### src/rtl/frogger_pkg.sv
// Shared Frogger definitions: game FSM encoding, BCD digit type and the default
// game constants also used by the frogger top level and display_numbers.
package frogger_pkg;

   typedef enum logic [2:0] {
      ST_IDLE      = 3'd0,
      ST_PLAY      = 3'd1,
      ST_DYING     = 3'd2,
      ST_LEVEL_UP  = 3'd3,
      ST_GAME_OVER = 3'd4
   } game_state_e;

   typedef logic [3:0] bcd_digit_t;

   localparam int unsigned DEF_MAX_LEVEL  = 8;
   localparam int unsigned DEF_LIVES      = 3;
   localparam int unsigned DEF_TIME_LIMIT = 1800;
   localparam int unsigned DEF_HOLD_TICKS = 60;

endpackage

### src/rtl/bcd_score_adder.sv
// Adds a single BCD digit to a 4-digit BCD score; a carry out of the top digit
// saturates the result at 9999.
module bcd_score_adder
   import frogger_pkg::*;
(
   input  logic [15:0] i_score,
   input  bcd_digit_t  i_addend,
   output logic [15:0] o_score
);

   logic [4:0]  w_carry;
   logic [4:0]  w_sum;
   logic [15:0] w_raw;

   // NOTE: every variable gets a default before the loop so no path leaves one unassigned (no latch).
   always_comb begin
      w_carry = '0;
      w_sum   = '0;
      w_raw   = '0;
      for (int d = 0; d < 4; d++) begin
         w_sum = {1'b0, i_score[d*4 +: 4]} + {4'd0, w_carry[d]}
               + ((d == 0) ? {1'b0, i_addend} : 5'd0);
         if (w_sum > 5'd9) begin
            w_raw[d*4 +: 4] = 4'(w_sum - 5'd10);
            w_carry[d+1]    = 1'b1;
         end else begin
            w_raw[d*4 +: 4] = w_sum[3:0];
         end
      end
      o_score = w_carry[4] ? 16'h9999 : w_raw;
   end

endmodule

### src/rtl/game_manager.sv
// Frogger game controller: IDLE/PLAY/DYING/LEVEL_UP/GAME_OVER FSM with lives,
// round timer, saturating BCD score and per-lane car speeds derived from level.
module game_manager
   import frogger_pkg::*;
#(
   parameter int unsigned                    NUM_LANES  = 10,
   parameter int unsigned                    SPEED_W    = 4,
   parameter logic [NUM_LANES*SPEED_W-1:0]   BASE_SPEED = {10{4'd11}},
   parameter int unsigned                    MIN_SPEED  = 1,
   parameter int unsigned                    MAX_LEVEL  = DEF_MAX_LEVEL,
   parameter int unsigned                    LIVES      = DEF_LIVES,
   parameter int unsigned                    TIME_LIMIT = DEF_TIME_LIMIT,
   parameter int unsigned                    HOLD_TICKS = DEF_HOLD_TICKS
) (
   input  logic                               clk,
   input  logic                               reset,
   input  logic                               tick,
   input  logic                               start,
   input  logic                               death_collision,
   input  logic                               win_collision,
   output logic                               round_reset,
   output logic [2:0]                         state,
   output logic [3:0]                         level,
   output logic [$clog2(LIVES+1)-1:0]         lives,
   output logic [$clog2(TIME_LIMIT+1)-1:0]    time_left,
   output logic [15:0]                        score,
   output logic [NUM_LANES*SPEED_W-1:0]       lane_speed,
   output logic                               game_over
);

   localparam int unsigned LIVES_W   = $clog2(LIVES+1);
   localparam int unsigned TIME_W    = $clog2(TIME_LIMIT+1);
   localparam int unsigned HOLD_W    = $clog2(HOLD_TICKS+1);
   localparam int unsigned LANE_BITS = NUM_LANES*SPEED_W;
   localparam int unsigned EXT_W     = ((SPEED_W > 4) ? SPEED_W : 4) + 1;

   localparam logic [3:0]         LEVEL_MAX  = 4'(MAX_LEVEL);
   localparam logic [LIVES_W-1:0] LIVES_INIT = LIVES_W'(LIVES);
   localparam logic [TIME_W-1:0]  TIME_INIT  = TIME_W'(TIME_LIMIT);
   localparam logic [HOLD_W-1:0]  HOLD_LAST  = HOLD_W'(HOLD_TICKS-1);

   // Operands are widened so base - level is only formed when it cannot wrap.
   function automatic logic [LANE_BITS-1:0] lane_speeds(input logic [3:0] lvl);
      logic [EXT_W-1:0] base_x;
      logic [EXT_W-1:0] lvl_x;
      logic [EXT_W-1:0] min_x;
      lane_speeds = '0;
      lvl_x       = EXT_W'(lvl);
      min_x       = EXT_W'(MIN_SPEED);
      for (int i = 0; i < int'(NUM_LANES); i++) begin
         base_x = EXT_W'(BASE_SPEED[i*SPEED_W +: SPEED_W]);
         if (base_x >= lvl_x + min_x)
            lane_speeds[i*SPEED_W +: SPEED_W] = SPEED_W'(base_x - lvl_x);
         else
            lane_speeds[i*SPEED_W +: SPEED_W] = SPEED_W'(MIN_SPEED);
      end
   endfunction

   game_state_e            r_state, w_next_state;
   logic [3:0]             r_level, w_next_level;
   logic [LIVES_W-1:0]     r_lives, w_next_lives;
   logic [TIME_W-1:0]      r_time_left, w_next_time;
   logic [HOLD_W-1:0]      r_hold, w_next_hold;
   logic [15:0]            r_score, w_next_score;
   logic [15:0]            w_score_sum;
   logic [LANE_BITS-1:0]   r_lane_speed;
   logic                   r_round_reset;
   logic                   r_game_over;

   bcd_score_adder u_score_adder (
      .i_score  (r_score),
      .i_addend (r_level),
      .o_score  (w_score_sum)
   );

   always_comb begin
      w_next_state = r_state;
      w_next_level = r_level;
      w_next_lives = r_lives;
      w_next_time  = r_time_left;
      w_next_hold  = r_hold;
      w_next_score = r_score;

      unique case (r_state)
         ST_IDLE, ST_GAME_OVER: begin
            if (start) begin
               w_next_state = ST_PLAY;
               w_next_level = 4'd1;
               w_next_lives = LIVES_INIT;
               w_next_score = '0;
               w_next_time  = TIME_INIT;
               w_next_hold  = '0;
            end
         end
         ST_PLAY: begin
            // Death outranks win and a coincident tick.
            if (death_collision || (r_time_left == '0)) begin
               w_next_state = ST_DYING;
               w_next_lives = r_lives - LIVES_W'(1);
               w_next_hold  = '0;
            end else if (win_collision) begin
               w_next_state = ST_LEVEL_UP;
               w_next_score = w_score_sum;
               w_next_level = (r_level >= LEVEL_MAX) ? r_level : r_level + 4'd1;
               w_next_hold  = '0;
            end else if (tick) begin
               w_next_time  = r_time_left - TIME_W'(1);
            end
         end
         ST_DYING, ST_LEVEL_UP: begin
            if (tick) begin
               if (r_hold == HOLD_LAST) begin
                  w_next_hold  = '0;
                  w_next_time  = TIME_INIT;
                  w_next_state = ((r_state == ST_DYING) && (r_lives == '0))
                                 ? ST_GAME_OVER : ST_PLAY;
               end else begin
                  w_next_hold  = r_hold + HOLD_W'(1);
               end
            end
         end
         default: w_next_state = ST_IDLE;
      endcase
   end

   // NOTE: non-blocking assignments so every register samples pre-edge values regardless of statement order.
   always_ff @(posedge clk) begin
      if (reset) begin
         r_state       <= ST_IDLE;
         r_level       <= 4'd1;
         r_lives       <= LIVES_INIT;
         r_time_left   <= TIME_INIT;
         r_hold        <= '0;
         r_score       <= '0;
         r_lane_speed  <= lane_speeds(4'd1);
         r_round_reset <= 1'b1;
         r_game_over   <= 1'b0;
      end else begin
         r_state       <= w_next_state;
         r_level       <= w_next_level;
         r_lives       <= w_next_lives;
         r_time_left   <= w_next_time;
         r_hold        <= w_next_hold;
         r_score       <= w_next_score;
         r_lane_speed  <= lane_speeds(r_level);
         r_round_reset <= (w_next_state != ST_PLAY);
         r_game_over   <= (w_next_state == ST_GAME_OVER);
      end
   end

   assign state       = r_state;
   assign level       = r_level;
   assign lives       = r_lives;
   assign time_left   = r_time_left;
   assign score       = r_score;
   assign lane_speed  = r_lane_speed;
   assign round_reset = r_round_reset;
   assign game_over   = r_game_over;

endmodule
### config.mk
export PLATFORM = sky130hd
export DESIGN_NAME = game_manager
export DESIGN_NICKNAME = d
export VERILOG_FILES = /design/src/rtl/frogger_pkg.sv /design/src/rtl/bcd_score_adder.sv /design/src/rtl/game_manager.sv
export SDC_FILE = /design/constraint.sdc
export NUM_CORES = 1
export LEC_CHECK = 0
export CAP_MARGIN = 20
export CORE_UTILIZATION = 46
export CTS_CLUSTER_SIZE = 8
export DETAILED_ROUTE_END_ITERATION = 7
export PLACE_DENSITY = 0.78
export SKIP_LAST_GASP = 1
export SYNTH_ARGS = -nofsm -noshare
export SYNTH_HDL_FRONTEND = slang
export SYNTH_HIERARCHICAL = 1
export SYNTH_SLANG_ARGS = --single-unit
### constraint.sdc
create_clock -name clk -period 5.35 [get_ports clk]
set_clock_uncertainty 0.05 [all_clocks]
set_input_delay 0.535 -clock clk [delete_from_list [all_inputs] [get_ports clk]]
set_output_delay 0.535 -clock clk [all_outputs]
set_load 0.1 [all_outputs]
==> summary by stage <==
Status
The run finished with clean final reports.

Min path
The min-delay analysis places its worst path in the category register to register.

Yosys
Yosys attributes the largest share of cell area to dfxtp_1 27%, buf_4 8.1%, ha_1 7.4%. The synthesized design contains 48 register bits. In the post-synthesis netlist, the cell with the most instances is dfxtp_1. dfxtp_1 takes more of the synthesized area than any other cell. In the synthesized netlist the dominant register cell turns out to be dfxtp_1. The share of Yosys cell area claimed by the top area cell type is 0.272. The number of synthesis warnings is 6. After technology mapping, the gate count stands at 440.

The unique cell type count in the Yosys netlist is 69. The number of enable-type register cells in the synthesized netlist is 0. After synthesis, the mean cell area works out to 8.03 um2. By count the netlist is led by 48 x dfxtp_1, 47 x nand3_1, 42 x a21oi_1, 38 x buf_4. The post-synth design cell area is 3530 um2. The total nets after synthesis is 468. After synthesis, the share of flip-flops with an asynchronous set or reset is 0. For this run, the register share of the synthesized area comes to 0.272.

Clock tree
The H-tree was split into 2 levels. After clock tree synthesis, the clock-pin slew on the worst setup and hold paths is 90 ps. The number of buffers created by CTS is 5. The CTS tree is built. For this design, the sink count on the clock tree is 48. The maximum root-to-sink buffer count is 2. The tree is rooted in a clkbuf_8. The latest clock arrival within the worst-skew pair is 310 ps.

Power
The post-layout total power is 0.000865 W. IR analysis of the VDD net gives a maximum drop of 0.000150 V. The reported leakage power is 1.50 nW.

Dividing total power by cell area gives a power density of 197 nW/um2.

Timing
Setup repair after global routing left no endpoint under its margin. The slack of the critical path is 266 ps. In the finished design, the share of the clock period the worst path needs comes to 0.950. Setup violations remaining at the end of the flow were counted as 0. The final critical path time including I/O delays and setup is 5080 ps. Derived from the worst setup path, the maximum achievable clock frequency is 197 MHz. At the pin with the least slew margin, the transition time is 1010 ps. Measured against its own limit, the worst slew margin works out to 0.324. The final hold violation count is 0. The number of max-slew violations in the final report is 0.

Placement
In this run the tool buffered the top-level ports with 83 buffer cells. At the placement stage, the worst setup path has a slack of -60.9 ps. Counting tap cells, the placed design contains a total of 573 instances. At the end of routability-driven placement, the weighted congestion stood at 0.926. After legalization and detailed placement, the total HPWL measured 6320 um.

Global route
The total routing resource utilization after global routing is 0.218. The number of global-route vias before repair is 2956. The initial antenna violation count is 0. Entering global routing, the biggest net connects 39 pins. The first global-routing pass estimated 13700 um of wire. Global routing finished with a remaining overflow of 0.

Worst setup path
The arrival time of data at the critical path endpoint is 5220 ps. For the worst setup path, the data required time is 5480 ps. The critical path class is register to register. The capturing element type of the critical path is a register. Along the worst path, the maximum fanout reaches 8. The worst setup path is launched from a register.

Layout
In the final design database the tool counted 511 nets. At the end of the flow the core is filled with cells to 0.600. 0 antenna diodes ended up in the layout. After the flow finishes, the layout carries non-filler instances totaling 583.

The fraction of final layout cells with drive strength greater than 1 is 0.132. The footprint of the multi-input gates is 2250 um2. The area growth from synthesis to layout is 24.4%. The filler cells instantiated in the layout total 660.

The area occupied by registers is 986 um2.

Drt
Using the TritonRoute via totals, the vias-per-cell ratio works out to 5.71. The post-detailed-route count of antenna-violating nets is 0. The final routed wire length divided by cell count is 15.1 um. The initial DRC count is 138. The total number of vias is 3330. Before antenna repair, the detailed router went through 4 iterations. After detailed routing, the number of remaining DRC violations is 0. Wires add up to 8810 um.

Floorplan
The die is 89.7 um wide. The starting density of the core is 0.482. The die is 89.7 um tall.

The top-level port count is 84. The die covers 8040 um2. After floorplanning, the core was sized to cover 7330 um2. The floorplan has 31 rows.

Run
The number of violations of the max-capacitance limit is 0.
-- power by group --
group / total, W / internal [W] / switching (W) / leakage (nW)
Combinational: 0.000265 / 0.0000697 / 0.000195 / 1.06
Sequential: 0.000383 / 0.000365 / 0.0000180 / 0.393
Clock: 0.000217 / 0.0000913 / 0.000125 / 0.0479
Total: 0.000865 / 0.000526 / 0.000338 / 1.50
-- path summary, 6_finish.rpt --
| path | from | endpoint | slack (ps) | cells after the start |
|---|---|---|---|---|
| worst max-delay path | level[2] | score[11] | 270 | 23 |
| worst min-delay path | score[3] | score[3] | 450 | 2 |
| worst max register to register | level[2] | score[11] | 270 | 23 |
| worst min register to register | score[3] | score[3] | 450 | 2 |
-- critical path: stages (launching register included) --
cell      delay (ps)
dfxtp_4          380
ha_4             300
nand3_2          100
and3_1           220
or2_2            300
o21bai_1         170
ha_2             230
ha_4             170
mux2_2           350
nor2_1           110
nor2_1            60
ha_2             210
ha_4             230
or2_2            340
a21oi_4          170
nor3_1            70
ha_2             230
ha_1             310
or2_2            290
a21oi_2          160
nor2_2           110
a221o_1          280
nand3_1           70
a21oi_1           60
-- layout make-up --
| cell class | count | share of cell area |
|---|---|---|
| Clock buffer | 5 | 0.0157 |
| Clock inverter | 3 | 0.00427 |
| Inverter | 18 | 0.0154 |
| Multi-Input combinational cell | 320 | 0.511 |
| Sequential cell | 48 | 0.224 |
| Tap cell | 99 | 0.0282 |
| Timing Repair Buffer | 90 | 0.201 |
-- cell usage in the layout (no fill, tap or decap), drive strengths merged, types with 6 or more instances in the layout --
cell type      instances
inv                   18
ha                    21
nand2b                10
nand3                 49
and2                   8
a31oi                  8
o21ai                 16
dfxtp                 48
a21oi                 44
or2                    6
nor3                  11
clkdlybuf4s50         83
o31ai                  6
buf                    7
or4                   10
nor2                  23
nand3b                 6
nor2b                  9
nand2                 20
-- sequential cells by signal, summed over array words and instances (netlist names), 2 cells and up --
register	count
lane_speed	4
level	4
lives	2
r_hold	6
score	16
state	3
time_left	11
-- metal layers --
layer | up-vias | track usage | share of wire
met5 | - | 0 | 0
met3 | 12 | 0.0375 | 0.042
li1 | 1647 | - | -
met4 | 0 | 0.0823 | 0.015
met2 | 72 | 0.388 | 0.52
met1 | 1599 | 0.262 | 0.43
-- cells by family (layout without fill, tap and decap cells) --
family	count (synthesis)	count (layout)	synth area share
DFF	48	48	0.272
and+or+nand+nor	174	174	0.282
buffers and inverters	72	116	0.123
AOI/OAI and AO/OA	113	113	0.213
xor gates and xnor gates	6	6	0.0149
adders and majority gates	22	22	0.0800
muxes	5	5	0.0149
-- repair_timing --
| action | CTS | global route |
|---|---|---|
| endpoints found under the setup margin | 10 | 14 |
| buffers inserted | 1 | 1 |
| gates resized for setup | 3 | 10 |
| hold buffers | 0 | 0 |
| pin swaps | 1 | 1 |
-- stage by stage --
stage	instance area (um2)	setup TNS, ps	hold WS, ps
after floorplan	3590	0	407
after global placement	4220	0	415
after detailed placement	4220	-159	427
after CTS	4330	0	441
after global routing	4400	0	475
final	4400	0	453
Note: power is estimated with default switching activity, not from simulation.
